## config.mk

```make
export PLATFORM = sky130hd
export DESIGN_NAME = clz_divider
export DESIGN_NICKNAME = d
export VERILOG_FILES = /design/src/rtl/clz_divider.sv
export SDC_FILE = /design/constraint.sdc
export NUM_CORES = 1
export LEC_CHECK = 0
export CORE_UTILIZATION = 40
export DETAILED_ROUTE_END_ITERATION = 12
export DONT_BUFFER_PORTS = 1
export PLACE_DENSITY = 0.55
export SYNTH_ARGS = -nofsm -noshare
export SYNTH_HDL_FRONTEND = slang
export SYNTH_SLANG_ARGS = --single-unit
```

## constraint.sdc

```tcl
create_clock -name clk -period 4.1 [get_ports clk]
set_clock_uncertainty 0.2 [all_clocks]
set_input_delay 0.615 -clock clk [delete_from_list [all_inputs] [get_ports clk]]
set_output_delay 0.615 -clock clk [all_outputs]
set_load 0.03 [all_outputs]
```

## src/rtl/clz_divider.sv

```systemverilog
// Multi-cycle signed/unsigned 32-bit radix-2 restoring divider. The dividend's
// leading-zero count from an external CLZ sets the iteration count.
module clz_divider #(
    parameter logic [31:0] DIV_ZERO_Q = 32'hFFFF_FFFF
) (
    input  logic        clk,
    input  logic        rst_n,
    input  logic        start,
    input  logic        sign,
    input  logic [31:0] dividend,
    input  logic [31:0] divisor,
    output logic [31:0] abs_dividend,
    output logic [31:0] abs_divisor,
    input  logic [31:0] dividend_lz,
    input  logic [31:0] divisor_lz,
    output logic        busy,
    output logic        done,
    output logic [31:0] quotient,
    output logic [31:0] remainder,
    output logic [1:0]  fsm_state
);
    // Handshake: start is sampled only while idle (including the done cycle);
    // busy covers SCAN/RUN/SIGN; done pulses for one cycle when results land.
    typedef enum logic [1:0] {IDLE = 2'd0, SCAN = 2'd1, RUN = 2'd2, SIGN = 2'd3} state_t;

    state_t      state, state_next;
    logic [31:0] raw_dividend;
    logic [31:0] shift_reg;
    logic [32:0] rem;
    logic [31:0] q_reg;
    logic [5:0]  count;
    logic        q_neg, r_neg, fix_en;

    logic [5:0]  lz_a, lz_b;
    logic [31:0] mag_a, mag_b;
    logic        div_zero, early;
    logic [32:0] rem_shift, rem_sub;
    logic        q_bit;
    logic        lz_unused;

    assign lz_a      = dividend_lz[5:0];
    assign lz_b      = divisor_lz[5:0];
    assign lz_unused = ^{dividend_lz[31:6], divisor_lz[31:6]};
    assign mag_a     = (sign && dividend[31]) ? -dividend : dividend;
    assign mag_b     = (sign && divisor[31]) ? -divisor : divisor;
    assign div_zero  = (abs_divisor == 32'd0);
    // Fewer significant bits in the dividend means quotient 0 outright.
    assign early     = (lz_a > lz_b);

    assign rem_shift = {rem[31:0], shift_reg[31]};
    assign q_bit     = (rem_shift >= {1'b0, abs_divisor});
    assign rem_sub   = rem_shift - {1'b0, abs_divisor};

    always_ff @(posedge clk) begin
        if (!rst_n) state <= IDLE;
        else        state <= state_next;
    end

    always_comb begin
        state_next = state;
        case (state)
            IDLE: if (start) state_next = SCAN;
            SCAN: state_next = (div_zero || early) ? SIGN : RUN;
            RUN:  if (count == 6'd1) state_next = SIGN;
            SIGN: state_next = IDLE;
            default: state_next = IDLE;
        endcase
    end

    always_comb begin
        busy      = (state != IDLE);
        fsm_state = state;
    end

    always_ff @(posedge clk) begin
        if (!rst_n) begin
            abs_dividend <= '0;
            abs_divisor  <= '0;
            raw_dividend <= '0;
            shift_reg    <= '0;
            rem          <= '0;
            q_reg        <= '0;
            count        <= '0;
            q_neg        <= 1'b0;
            r_neg        <= 1'b0;
            fix_en       <= 1'b0;
            done         <= 1'b0;
            quotient     <= '0;
            remainder    <= '0;
        end else begin
            done <= (state == SIGN);
            case (state)
                IDLE: if (start) begin
                    raw_dividend <= dividend;
                    abs_dividend <= mag_a;
                    abs_divisor  <= mag_b;
                    q_neg        <= sign & (dividend[31] ^ divisor[31]);
                    r_neg        <= sign & dividend[31];
                    fix_en       <= 1'b1;
                end
                SCAN: begin
                    if (div_zero) begin
                        // Raw dividend is returned untouched, so no sign fix.
                        q_reg  <= DIV_ZERO_Q;
                        rem    <= {1'b0, raw_dividend};
                        fix_en <= 1'b0;
                    end else if (early) begin
                        q_reg <= '0;
                        rem   <= {1'b0, abs_dividend};
                    end else begin
                        shift_reg <= abs_dividend << lz_a;
                        rem       <= '0;
                        q_reg     <= '0;
                        count     <= 6'(7'd32 - {1'b0, lz_a});
                    end
                end
                RUN: begin
                    shift_reg <= shift_reg << 1;
                    rem       <= q_bit ? rem_sub : rem_shift;
                    q_reg     <= {q_reg[30:0], q_bit};
                    count     <= count - 6'd1;
                end
                SIGN: begin
                    quotient  <= (q_neg && fix_en) ? -q_reg : q_reg;
                    remainder <= (r_neg && fix_en) ? -rem[31:0] : rem[31:0];
                end
                default: ;
            endcase
        end
    end
endmodule

```

==> results of run 1 <==
-- worst reg2reg max path: cells and delay by family, from the launching register on --
family | cells | cell delay [ns]
buffers and inverters | 3 | 0.61
AOI/OAI and AO/OA | 5 | 1.12
DFF | 1 | 0.56
muxes | 1 | 0.29
and+or+nand+nor | 3 | 0.33
adders and majority gates | 1 | 0.41
-- worst min-delay path by stage --
stage | startpoint | end | slack, ns | cells after the start
global placement | raw_dividend[27]$_SDFFE_PN0P_ | raw_dividend[27]$_SDFFE_PN0P_ | 0.24 | 2
floorplan | shift_reg[0]$_SDFFE_PN0P_ | shift_reg[0]$_SDFFE_PN0P_ | 0.23 | 2
finish | dividend[0] | abs_dividend[0]$_SDFFE_PN0P_ | 0.03 | 2
detailed placement | raw_dividend[26]$_SDFFE_PN0P_ | raw_dividend[26]$_SDFFE_PN0P_ | 0.25 | 2
CTS | dividend[5] | raw_dividend[5]$_SDFFE_PN0P_ | 0.0004 | 2
global route | divisor[0] | abs_divisor[0]$_SDFFE_PN0P_ | 0.02 | 2
-- metal layers --
metal | vias to the layer above | GRT usage | wire length, um
met1 | 7502 | 0.356 | 25600
met2 | 462 | 0.403 | 24700
met4 | 0 | 0.0876 | 1590
li1 | 7716 | - | -
met3 | 70 | 0.0561 | 4020
met5 | - | 0 | 0
-- logic make-up after synthesis --
| group | after synthesis | share of synthesized area |
|---|---|---|
| DFF | 267 | 0.324 |
| adders and majority gates | 51 | 0.0391 |
| AOI/OAI and AO/OA | 695 | 0.264 |
| muxes | 88 | 0.0630 |
| buffers and inverters | 237 | 0.0563 |
| and+or+nand+nor | 664 | 0.183 |
| xor gates and xnor gates | 134 | 0.0710 |
-- metrics by stage --
step	util	setup WS, ns	total power, uW
floorplan	-	0.125	9150
global placement	0.426	0.339	11300
detailed placement	0.426	0.394	11300
CTS	0.460	0.532	14500
finish	0.460	0.457	14500
global route	0.460	0.312	15400
-- cell usage after synthesis, types with 3 or more instances --
| master | instances | area, sq um |
|---|---|---|
| o21bai_1 | 8 | 60.1 |
| nor2b_1 | 5 | 31.3 |
| a31oi_1 | 12 | 75.1 |
| nor2_1 | 226 | 848 |
| o21ai_0 | 151 | 756 |
| o21ai_1 | 3 | 15.0 |
| a21oi_1 | 224 | 1120 |
| nand2_1 | 210 | 788 |
| nand3b_1 | 5 | 37.5 |
| ha_1 | 50 | 626 |
| inv_1 | 79 | 297 |
| o211ai_1 | 6 | 45.0 |
| dfxtp_1 | 267 | 5350 |
| or2_2 | 30 | 188 |
| o22ai_1 | 35 | 219 |
| nor4_1 | 20 | 125 |
| o41ai_1 | 9 | 78.8 |
| mux2_2 | 8 | 90.1 |
| or3_1 | 20 | 125 |
| o31ai_1 | 19 | 143 |
| a21o_1 | 14 | 105 |
| nor3_1 | 55 | 275 |
| a311oi_1 | 19 | 166 |
| o21a_1 | 11 | 82.6 |
| mux2i_1 | 68 | 681 |
| and2_1 | 10 | 62.6 |
| nand3_1 | 26 | 130 |
| nand4_1 | 7 | 43.8 |
| a211oi_1 | 107 | 803 |
| buf_1 | 7 | 26.3 |
| buf_2 | 3 | 15.0 |
| xnor2_1 | 69 | 604 |
| o31a_1 | 3 | 26.3 |
| nor3b_1 | 3 | 22.5 |
| o22a_1 | 3 | 26.3 |
| mux4_2 | 12 | 270 |
| clkbuf_1 | 141 | 529 |
| or4_1 | 8 | 60.1 |
| a221o_1 | 3 | 30.0 |
| nand2b_1 | 18 | 113 |
| and3_1 | 10 | 62.6 |
| xor2_1 | 65 | 569 |
| a221oi_1 | 49 | 429 |
-- cells in the final DEF (no fill, tap or decap), types with 9 or more instances in the layout --
cell,n
a211oi_1,106
or2_2,30
o21ai_0,151
nor2_1,225
nand2_1,209
buf_4,90
dfxtp_1,267
o22ai_1,35
mux2i_1,68
xor2_1,65
o21a_1,11
a21oi_1,223
o31ai_1,19
nor4_1,20
a311oi_1,19
clkbuf_16,35
a31oi_1,12
and3_1,10
dlygate4sd3_1,25
nor3_1,55
xnor2_1,69
o41ai_1,9
a221oi_1,49
a21o_1,14
inv_1,78
mux4_2,12
nand2b_1,18
or3_1,20
nand3_1,26
ha_1,47
and2_1,9
-- repair_timing --
item                      in CTS  in global routing
hold endpoints to repair      26                  0
hold buffers                  25                  0
setup buffers                  0                  0
-- power groups by stage --
stage | Clock, uW | Sequential [uW] | Combinational, uW
5_1_grt | 3240 | 4620 | 7550
3_5_place_dp | 0 | 4580 | 6760
3_3_place_gp | 0 | 4560 | 6690
2_1_floorplan | 0 | 4450 | 4700
6_report | 3080 | 4530 | 6870
4_1_cts | 3150 | 4520 | 6820
-- cell type report --
type / count / area [sq um]
inverter: 81 / 309
multi-input combinational: 1632 / 10300
clock inverter: 15 / 169
timing repair buffer: 118 / 986
tap: 532 / 666
clock buffer: 45 / 973
sequential: 267 / 5350
fill: 4137 / 22000
==> metrics.csv, run 1 <==
stage;metric;value;unit
global_route;grt_pass1_vias;14300;
placed_design;gp_congestion;0.919;
sta;hold_viol;0;
setup_path;r2r_slack;0.46;ns
global_route;grt_pass1_wl;85.2;mm
power_and_ir_drop;p_comb_frac;0.474;
floorplanning;start_util;0.406;
placed_design;dp_cells;2605;
global_route;antenna_found_initial;0;
floorplanning;row_count;74;
floorplanning;core-area;40700;sq um
placed_design;placed_area;17400;sq um
final_layout;insertedDiodeCount;0;
setup_path;arrival;3.87;ns
drt;dr.pass1.iters;5;
power_and_ir_drop;peakVddDrop;0.000345;V
cts;cts_tree;yes;
sta;rsz0062_at_grt;false;
final_layout;design_area;18800;sq um
setup_path;path_class;flop to flop;
setup_path;crit_required;4.32;ns
sta;worstMarginPinSlew;1.23;ns
sta;fin_hold_ws;0.0274;ns
setup_path;cp_top_family;compound AO/OA/AOI/OAI gates;
power_and_ir_drop;swShare;0.449;
power_and_ir_drop;pwr-share-clk;0.213;
cts;insertion_delay;0.54;ns
setup_path;crit_path_start_kind;flop;
run;cap_violations;0;
global_route;grt_max_degree;100;
synth;ys_types;72;
setup_path;critical_path_depth;13;
power_and_ir_drop;netSwitchingPower;6510;uW
cts;root_buffer;clkbuf_16;
floorplanning;io_pins;264;
setup_path;critical_path.endpoint_type;flop;
power_and_ir_drop;power.density;772;nW/um^2
sta;drv_slew;0;
setup_path;worstRegToRegCells;13;
cts;cts_sinks;267;
cts;cts.repair.resized;0;
sta;fin_crit;3.64;ns
synth;synth_seq_cells;267;
sta;fin_setup_tns;0;ns
setup_path;critPathSlowestCell;dfxtp_1;
final_layout;fin_cells;2690;
drt;vias;15800;
cts;cts_buffers;34;
power_and_ir_drop;p_leak;0.00692;uW
setup_path;startpoint;abs_divisor[20]$_SDFFE_PN0P_;
floorplanning;die_h;205;um
setup_path;regToRegEndpoint;rem[14]$_SDFFE_PN0P_;
final_layout;area_delta_synth_final;13.5;%
floorplanning;die_w;205;um
drt;drc;0;
synth;synth_async_sr_flop_share;0;
setup_path;reg2reg_from;abs_divisor[20]$_SDFFE_PN0P_;
setup_path;max_stage_delay;0.56;ns
synth;syn_nets;2319;
synth;synth_edf_count;0;
placed_design;portBuffers;0;
sta;fin_crit_sh;0.888;
setup_path;path_buf_inv;3;
final_layout;final_nets;2317;
drt;wire_per_inst;20.8;um
power_and_ir_drop;seqPwrFrac;0.313;
setup_path;worstPathCellList;inv_1, ha_1, nand2_1, nor2_1, and2_1, a22o_1, a21oi_1, o31ai_1, buf_4, a21oi_4, buf_12, mux2i_1, o22ai_1;
min_path;holdCritPathClass;input port to flop;
setup_path;crit_path_end;rem[14]$_SDFFE_PN0P_;
placed_design;hpwl;40.5;mm
synth;synth.yosys.seq_area_share;0.324;
sta;clock.fmax;0.275;GHz
power_and_ir_drop;p_int;7980;uW
drt;drt_iter0_drc;1214;
sta;max_slew_margin;0.178;
global_route;grt_use_total;0.260;
cts;htreeDepth;2;
synth;ys.flop_type;dfxtp_1;
drt;ant_nets;0;
synth;postSynthAreaPerCell;7.74;sq um
setup_path;cp_max_fo;17;
cts;clockBufferDepth;3;
synth;syn_area;16500;sq um
global_route;grt-ovfl-total;0;
final_layout;drive_above_1_share;0.104;
floorplanning;die-area;42100;sq um
synth;synthCells;2136;
outcome;status;finished, final reports clean;
cts;clk_pin_slew;0.06;ns
synth;ys_warn_count;0;
drt;finalWirelength;55.8;mm
drt;vias_per_cell;5.86;
sta;finalSetupViolCount;0;
No activity file was read; power rests on OpenSTA's default activity.
==> inputs of run 2 (changes only) <==
--- a/config.mk
+++ b/config.mk
@@ -5,10 +5,11 @@
 export SDC_FILE = /design/constraint.sdc
 export NUM_CORES = 1
 export LEC_CHECK = 0
-export CORE_UTILIZATION = 40
+export CORE_UTILIZATION = 45
 export DETAILED_ROUTE_END_ITERATION = 12
 export DONT_BUFFER_PORTS = 1
-export PLACE_DENSITY = 0.55
+export HOLD_SLACK_MARGIN = 0.02
+export PLACE_DENSITY = 0.61
 export SYNTH_ARGS = -nofsm -noshare
 export SYNTH_HDL_FRONTEND = slang
 export SYNTH_SLANG_ARGS = --single-unit
==> run 2 against run 1 <==
Against the previous run: die area down 11%; register-to-register slack worse by 0.11 ns; final area up 0.24%; largest power group unchanged.
==> metrics.csv, run 2 (synthesis results as in run 1) <==
stage;metric;value;unit
power_and_ir_drop;p_comb_frac;0.480;
sta;fin_setup_tns;0;ns
cts;clockBufferDepth;3;
sta;fin_hold_ws;0.0431;ns
drt;wire_per_inst;20.8;um
global_route;grt_max_degree;96;
final_layout;drive_above_1_share;0.0983;
setup_path;reg2reg_from;abs_divisor[10]$_SDFFE_PN0P_;
sta;finalSetupViolCount;0;
floorplanning;io_pins;264;
global_route;grt_pass1_wl;86.2;mm
cts;cts_buffers;31;
cts;cts_tree;yes;
outcome;status;finished, final reports clean;
global_route;grt_pass1_vias;14700;
sta;clock.fmax;0.266;GHz
power_and_ir_drop;power.density;761;nW/um^2
drt;drt_iter0_drc;1282;
global_route;antenna_found_initial;1;
floorplanning;die_h;194;um
cts;clk_pin_slew;0.06;ns
power_and_ir_drop;netSwitchingPower;6480;uW
power_and_ir_drop;p_leak;0.00696;uW
power_and_ir_drop;p_total;14300;uW
run;cap_violations;0;
cts;cts.repair.resized;0;
sta;rsz0062_at_grt;false;
cts;htreeDepth;1;
placed_design;gp_congestion;0.950;
min_path;min-delay-start;dividend[0];
sta;fin_ws;0.346;ns
sta;drv_slew;0;
final_layout;final_common_cell;dfxtp_1;
placed_design;hpwl;39.4;mm
setup_path;regToRegEndpoint;rem[8]$_SDFFE_PN0P_;
final_layout;area_delta_synth_final;13.8;%
cts;post_cts_buffers;0;
setup_path;r2r_slack;0.35;ns
power_and_ir_drop;p_int;7830;uW
sta;fin_crit;3.75;ns
cts;cts_sinks;267;
sta;fin_crit_sh;0.916;
floorplanning;die_w;194;um
drt;vias;16000;
cts;insertion_delay;0.59;ns
setup_path;crit_required;4.36;ns
drt;ant_nets;0;
sta;worstMarginPinSlew;1.05;ns
min_path;holdPathStages;2;
setup_path;worstRegToRegCells;13;
min_path;hold_end;abs_dividend[0]$_SDFFE_PN0P_;
floorplanning;die-area;37500;sq um
power_and_ir_drop;swShare;0.453;
power_and_ir_drop;peakVddDrop;0.000371;V
setup_path;crit_path_start_kind;flop;
drt;vias_per_cell;6.04;
setup_path;cp_max_fo;21;
setup_path;critPathSlowestCell;a21oi_4;
sta;max_slew_margin;0.297;
global_route;grt-ovfl-total;0;
setup_path;path_class;flop to flop;
drt;dr.pass1.iters;5;
setup_path;max_stage_delay;0.60;ns
global_route;grt_use_total;0.287;
floorplanning;core-area;35800;sq um
final_layout;final_cell_mix;dfxtp_1 (267), nor2_1 (225), a21oi_1 (223), nand2_1 (210), o21ai_0 (151);
placed_design;pre_cts_ws;0.412;ns
floorplanning;start_util;0.461;
sta;hold_viol;0;
power_and_ir_drop;pwr-share-clk;0.203;
drt;finalWirelength;55.0;mm
floorplanning;row_count;69;
setup_path;worstPathCellList;inv_1, ha_1, nand4_1, o22ai_1, nor3_1, a21oi_1, a21oi_1, o31ai_1, buf_4, a21oi_4, buf_4, mux2i_1, o22ai_1;
setup_path;critical_path.endpoint_type;flop;
min_path;holdCritPathClass;input port to flop;
power_and_ir_drop;seqPwrFrac;0.317;
final_layout;post-route-util;0.525;
cts;root_buffer;clkbuf_16;
final_layout;final_nets;2335;
setup_path;arrival;4.01;ns
drt;drc;0;
placed_design;portBuffers;0;
run 2: cell types whose count changed in the layout (fill, tap and decap cells not counted), sizes merged:
cell / delta
clkbuf: +3
dlygate4sd3: +21
clkinvlp: -2
clkinv: -3
diode: +1
bufinv: +1
inv: -1
run 2: what timing repair did:
item / 4_1_cts / 5_1_grt
hold buffers: 47 / 0
hold endpoints to repair: 108 / 0
endpoints found under the setup margin: 0 / 0
run 2: how the worst max path moves through the flow:
stage / from / endpoint / slack [ns] / depth (start not counted)
2_1_floorplan: dividend_lz[0] / rem[22]$_SDFFE_PN0P_ / 0.12 / 15
3_3_place_gp: abs_divisor[18]$_SDFFE_PN0P_ / rem[9]$_SDFFE_PN0P_ / 0.48 / 13
3_5_place_dp: abs_divisor[10]$_SDFFE_PN0P_ / rem[8]$_SDFFE_PN0P_ / 0.41 / 13
4_1_cts: abs_divisor[10]$_SDFFE_PN0P_ / rem[8]$_SDFFE_PN0P_ / 0.39 / 13
5_1_grt: abs_divisor[10]$_SDFFE_PN0P_ / rem[8]$_SDFFE_PN0P_ / 0.1 / 13
6_report: abs_divisor[10]$_SDFFE_PN0P_ / rem[8]$_SDFFE_PN0P_ / 0.35 / 13
run 2: cell type report:
cell class | count | area [sq um]
Inverter | 81 | 309
Clock inverter | 10 | 154
Clock buffer | 48 | 900
Sequential cell | 267 | 5350
Tap cell | 461 | 577
Fill cell | 3514 | 17000
Antenna cell | 1 | 2.50
Multi-Input combinational cell | 1632 | 10300
Timing Repair Buffer | 139 | 1210
run 2: power groups by stage:
| stage | logic (uW) | clock network (uW) | registers [uW] |
|---|---|---|---|
| 3_3_place_gp | 6610 | 0 | 4550 |
| 6_report | 6870 | 2910 | 4530 |
| 5_1_grt | 7570 | 3050 | 4620 |
| 4_1_cts | 6810 | 2960 | 4520 |
| 2_1_floorplan | 4700 | 0 | 4450 |
| 3_5_place_dp | 6710 | 0 | 4570 |
run 2: critical path: cells and delay by family (launching register included):
family	cells	cell delay, ns
compound gates	6	1.26
flops	1	0.56
simple gates	2	0.31
mux	1	0.23
buf+inv	3	0.65
fa+ha+maj	1	0.38
run 2: per-stage QoR:
step | area, sq um | std cells
6_report | 18800 | 2639
3_5_place_dp | 17300 | 2533
3_3_place_gp | 17300 | 2533
5_1_grt | 18800 | 2639
4_1_cts | 18800 | 2638
2_1_floorplan | 16500 | 2136
run 2: metal layers:
layer	vias to the layer above	routed length, um	track usage
met4	0	1550	0.0803
met2	579	23400	0.429
met1	7551	25500	0.410
met3	76	4540	0.0673
met5	-	0	0
li1	7745	-	-
==> inputs of run 3 (changes only) <==
--- a/config.mk
+++ b/config.mk
@@ -5,11 +5,11 @@
 export SDC_FILE = /design/constraint.sdc
 export NUM_CORES = 1
 export LEC_CHECK = 0
-export CORE_UTILIZATION = 45
+export CORE_UTILIZATION = 59
 export DETAILED_ROUTE_END_ITERATION = 12
 export DONT_BUFFER_PORTS = 1
 export HOLD_SLACK_MARGIN = 0.02
-export PLACE_DENSITY = 0.61
+export PLACE_DENSITY = 0.77
 export SYNTH_ARGS = -nofsm -noshare
 export SYNTH_HDL_FRONTEND = slang
 export SYNTH_SLANG_ARGS = --single-unit
==> run 3 against run 2 <==
Against the previous run: wire length down 5.7%; via count grew 2.2%; worst setup slack worse by 0.17 ns; final area decreased by 2.7%; critical path depth is 1 lower; register-to-register slack got worse by 0.17 ns; first-iteration DRC count is 59% higher; total power shrank 2.6%; die area shrank 24%; combinational power fell by 2.9%; count of clock-buffer cells in the layout shrank 2; clock power shrank 8.6%.
==> metrics.csv, run 3 (synthesis results as in run 1) <==
stage;metric;value;unit
power_and_ir_drop;power.density;762;nW/um^2
sta;rsz0062_at_grt;false;
global_route;grt_max_degree;115;
cts;post_cts_buffers;0;
min_path;holdCritPathClass;input port to flop;
placed_design;hpwl;36.2;mm
power_and_ir_drop;swShare;0.455;
cts;holdBufCountCts;34;
floorplanning;core-area;27200;sq um
cts;clk_pin_slew;0.06;ns
final_layout;design_area;18300;sq um
sta;max_slew_margin;0.237;
drt;dr.pass1.iters;8;
power_and_ir_drop;seqPwrFrac;0.331;
cts;htreeDepth;1;
setup_path;critical_path.endpoint_type;flop;
drt;drt_iter0_drc;2036;
floorplanning;die_w;169;um
global_route;grt_pass1_wl;80.6;mm
outcome;status;finished, final reports clean;
final_layout;area_delta_synth_final;10.7;%
placed_design;gp_congestion;0.971;
placed_design;pre_cts_ws;0.284;ns
setup_path;crit_required;4.37;ns
setup_path;cp_max_fo;15;
final_layout;final_nets;2294;
sta;clock.fmax;0.255;GHz
power_and_ir_drop;pwr-share-clk;0.191;
floorplanning;die-area;28700;sq um
cts;cts_buffers;29;
power_and_ir_drop;p_comb_frac;0.478;
sta;fin_crit;3.93;ns
global_route;grt_pass1_vias;14800;
floorplanning;io_pins;264;
cts;root_buffer;clkbuf_16;
drt;drc;0;
floorplanning;die_h;169;um
floorplanning;start_util;0.608;
global_route;antenna_found_initial;0;
sta;fin_ws;0.174;ns
final_layout;insertedDiodeCount;0;
power_and_ir_drop;netSwitchingPower;6340;uW
drt;wire_per_inst;20.7;um
final_layout;drive_above_1_share;0.0868;
cts;cts.repair.resized;0;
drt;ant_nets;0;
sta;fin_setup_tns;0;ns
sta;fin_crit_sh;0.957;
sta;worstMarginPinSlew;1.14;ns
setup_path;arrival;4.19;ns
drt;finalWirelength;51.9;mm
power_and_ir_drop;p_leak;0.00673;uW
power_and_ir_drop;peakVddDrop;0.000432;V
placed_design;placed_area;17000;sq um
final_layout;multi_input_area;10300;sq um
setup_path;path_class;flop to flop;
sta;hold_viol;0;
cts;clockBufferDepth;3;
global_route;grt-ovfl-total;0;
placed_design;portBuffers;0;
cts;cts_sinks;267;
sta;drv_slew;0;
floorplanning;row_count;60;
drt;vias_per_cell;6.51;
drt;vias;16300;
setup_path;crit_path_start_kind;flop;
cts;cts_tree;yes;
cts;insertion_delay;0.56;ns
final_layout;final_cell_mix;dfxtp_1 (267), nor2_1 (225), a21oi_1 (223), nand2_1 (210), o21ai_0 (151);
final_layout;fill_cells;2359;
final_layout;final_common_cell;dfxtp_1;
power_and_ir_drop;p_int;7590;uW
global_route;grt_use_total;0.351;
final_layout;final-seq-area;5350;sq um
sta;finalSetupViolCount;0;
run;cap_violations;0;
-- run 3: cell count changes in the layout (fill, tap and decap cells not counted), sizes merged --
cell,delta
clkbuf,-2
dlygate4sd3,-13
bufinv,-2
diode,-1
clkinv,-3
clkinvlp,+1
buf,-26
-- run 3: final timing paths --
| kind | depth (start not counted) | slack, ns | start | end |
|---|---|---|---|---|
| worst min register to register | 2 | 0.25 | raw_dividend[11]$_SDFFE_PN0P_ | raw_dividend[11]$_SDFFE_PN0P_ |
| worst max-delay path | 12 | 0.17 | abs_divisor[5]$_SDFFE_PN0P_ | rem[31]$_SDFFE_PN0P_ |
| worst max register to register | 12 | 0.17 | abs_divisor[5]$_SDFFE_PN0P_ | rem[31]$_SDFFE_PN0P_ |
| worst min-delay path | 2 | 0.04 | dividend[2] | abs_dividend[2]$_SDFFE_PN0P_ |
-- run 3: layer usage --
metal,track usage,vias to the layer above,part of all wire
met5,0,-,0
met1,0.478,7702,0.42
met4,0.0979,0,0.026
met3,0.0865,100,0.12
met2,0.550,836,0.44
li1,-,7661,-
-- run 3: power groups by stage --
stage / sequential (uW) / combinational (uW) / clock [uW]
floorplan: 4450 / 4700 / 0
global placement: 4590 / 6270 / 0
detailed placement: 4610 / 6430 / 0
CTS: 4560 / 6530 / 2680
global route: 4670 / 7280 / 2800
finish: 4610 / 6670 / 2660
-- run 3: layout make-up --
type	instances	share of cell area
timing repair buffer	100	0.0490
inverter	81	0.0169
tap	372	0.0255
sequential	267	0.292
multi-input combinational	1632	0.563
clock inverter	6	0.00472
clock buffer	46	0.0481
-- run 3: worst max-delay path, cell delays in order (launching register included) --
cell	delay (ns)
dfxtp_1	0.56
inv_1	0.12
ha_1	0.38
nand2_1	0.06
nor2_1	0.22
o221ai_1	0.25
a21oi_1	0.38
a21oi_1	0.16
o31ai_1	0.65
a21oi_4	0.18
buf_12	0.20
nand2b_1	0.19
o31ai_1	0.28
-- run 3: stage by stage --
step	hold WS [ns]	util	power (uW)	cells
3_3_place_gp	0.241	0.624	10900	2418
2_1_floorplan	0.232	-	9150	2136
3_5_place_dp	0.247	0.624	11000	2418
4_1_cts	0.0210	0.673	13800	2504
5_1_grt	0.0345	0.673	14700	2504
6_report	0.0357	0.673	13900	2504
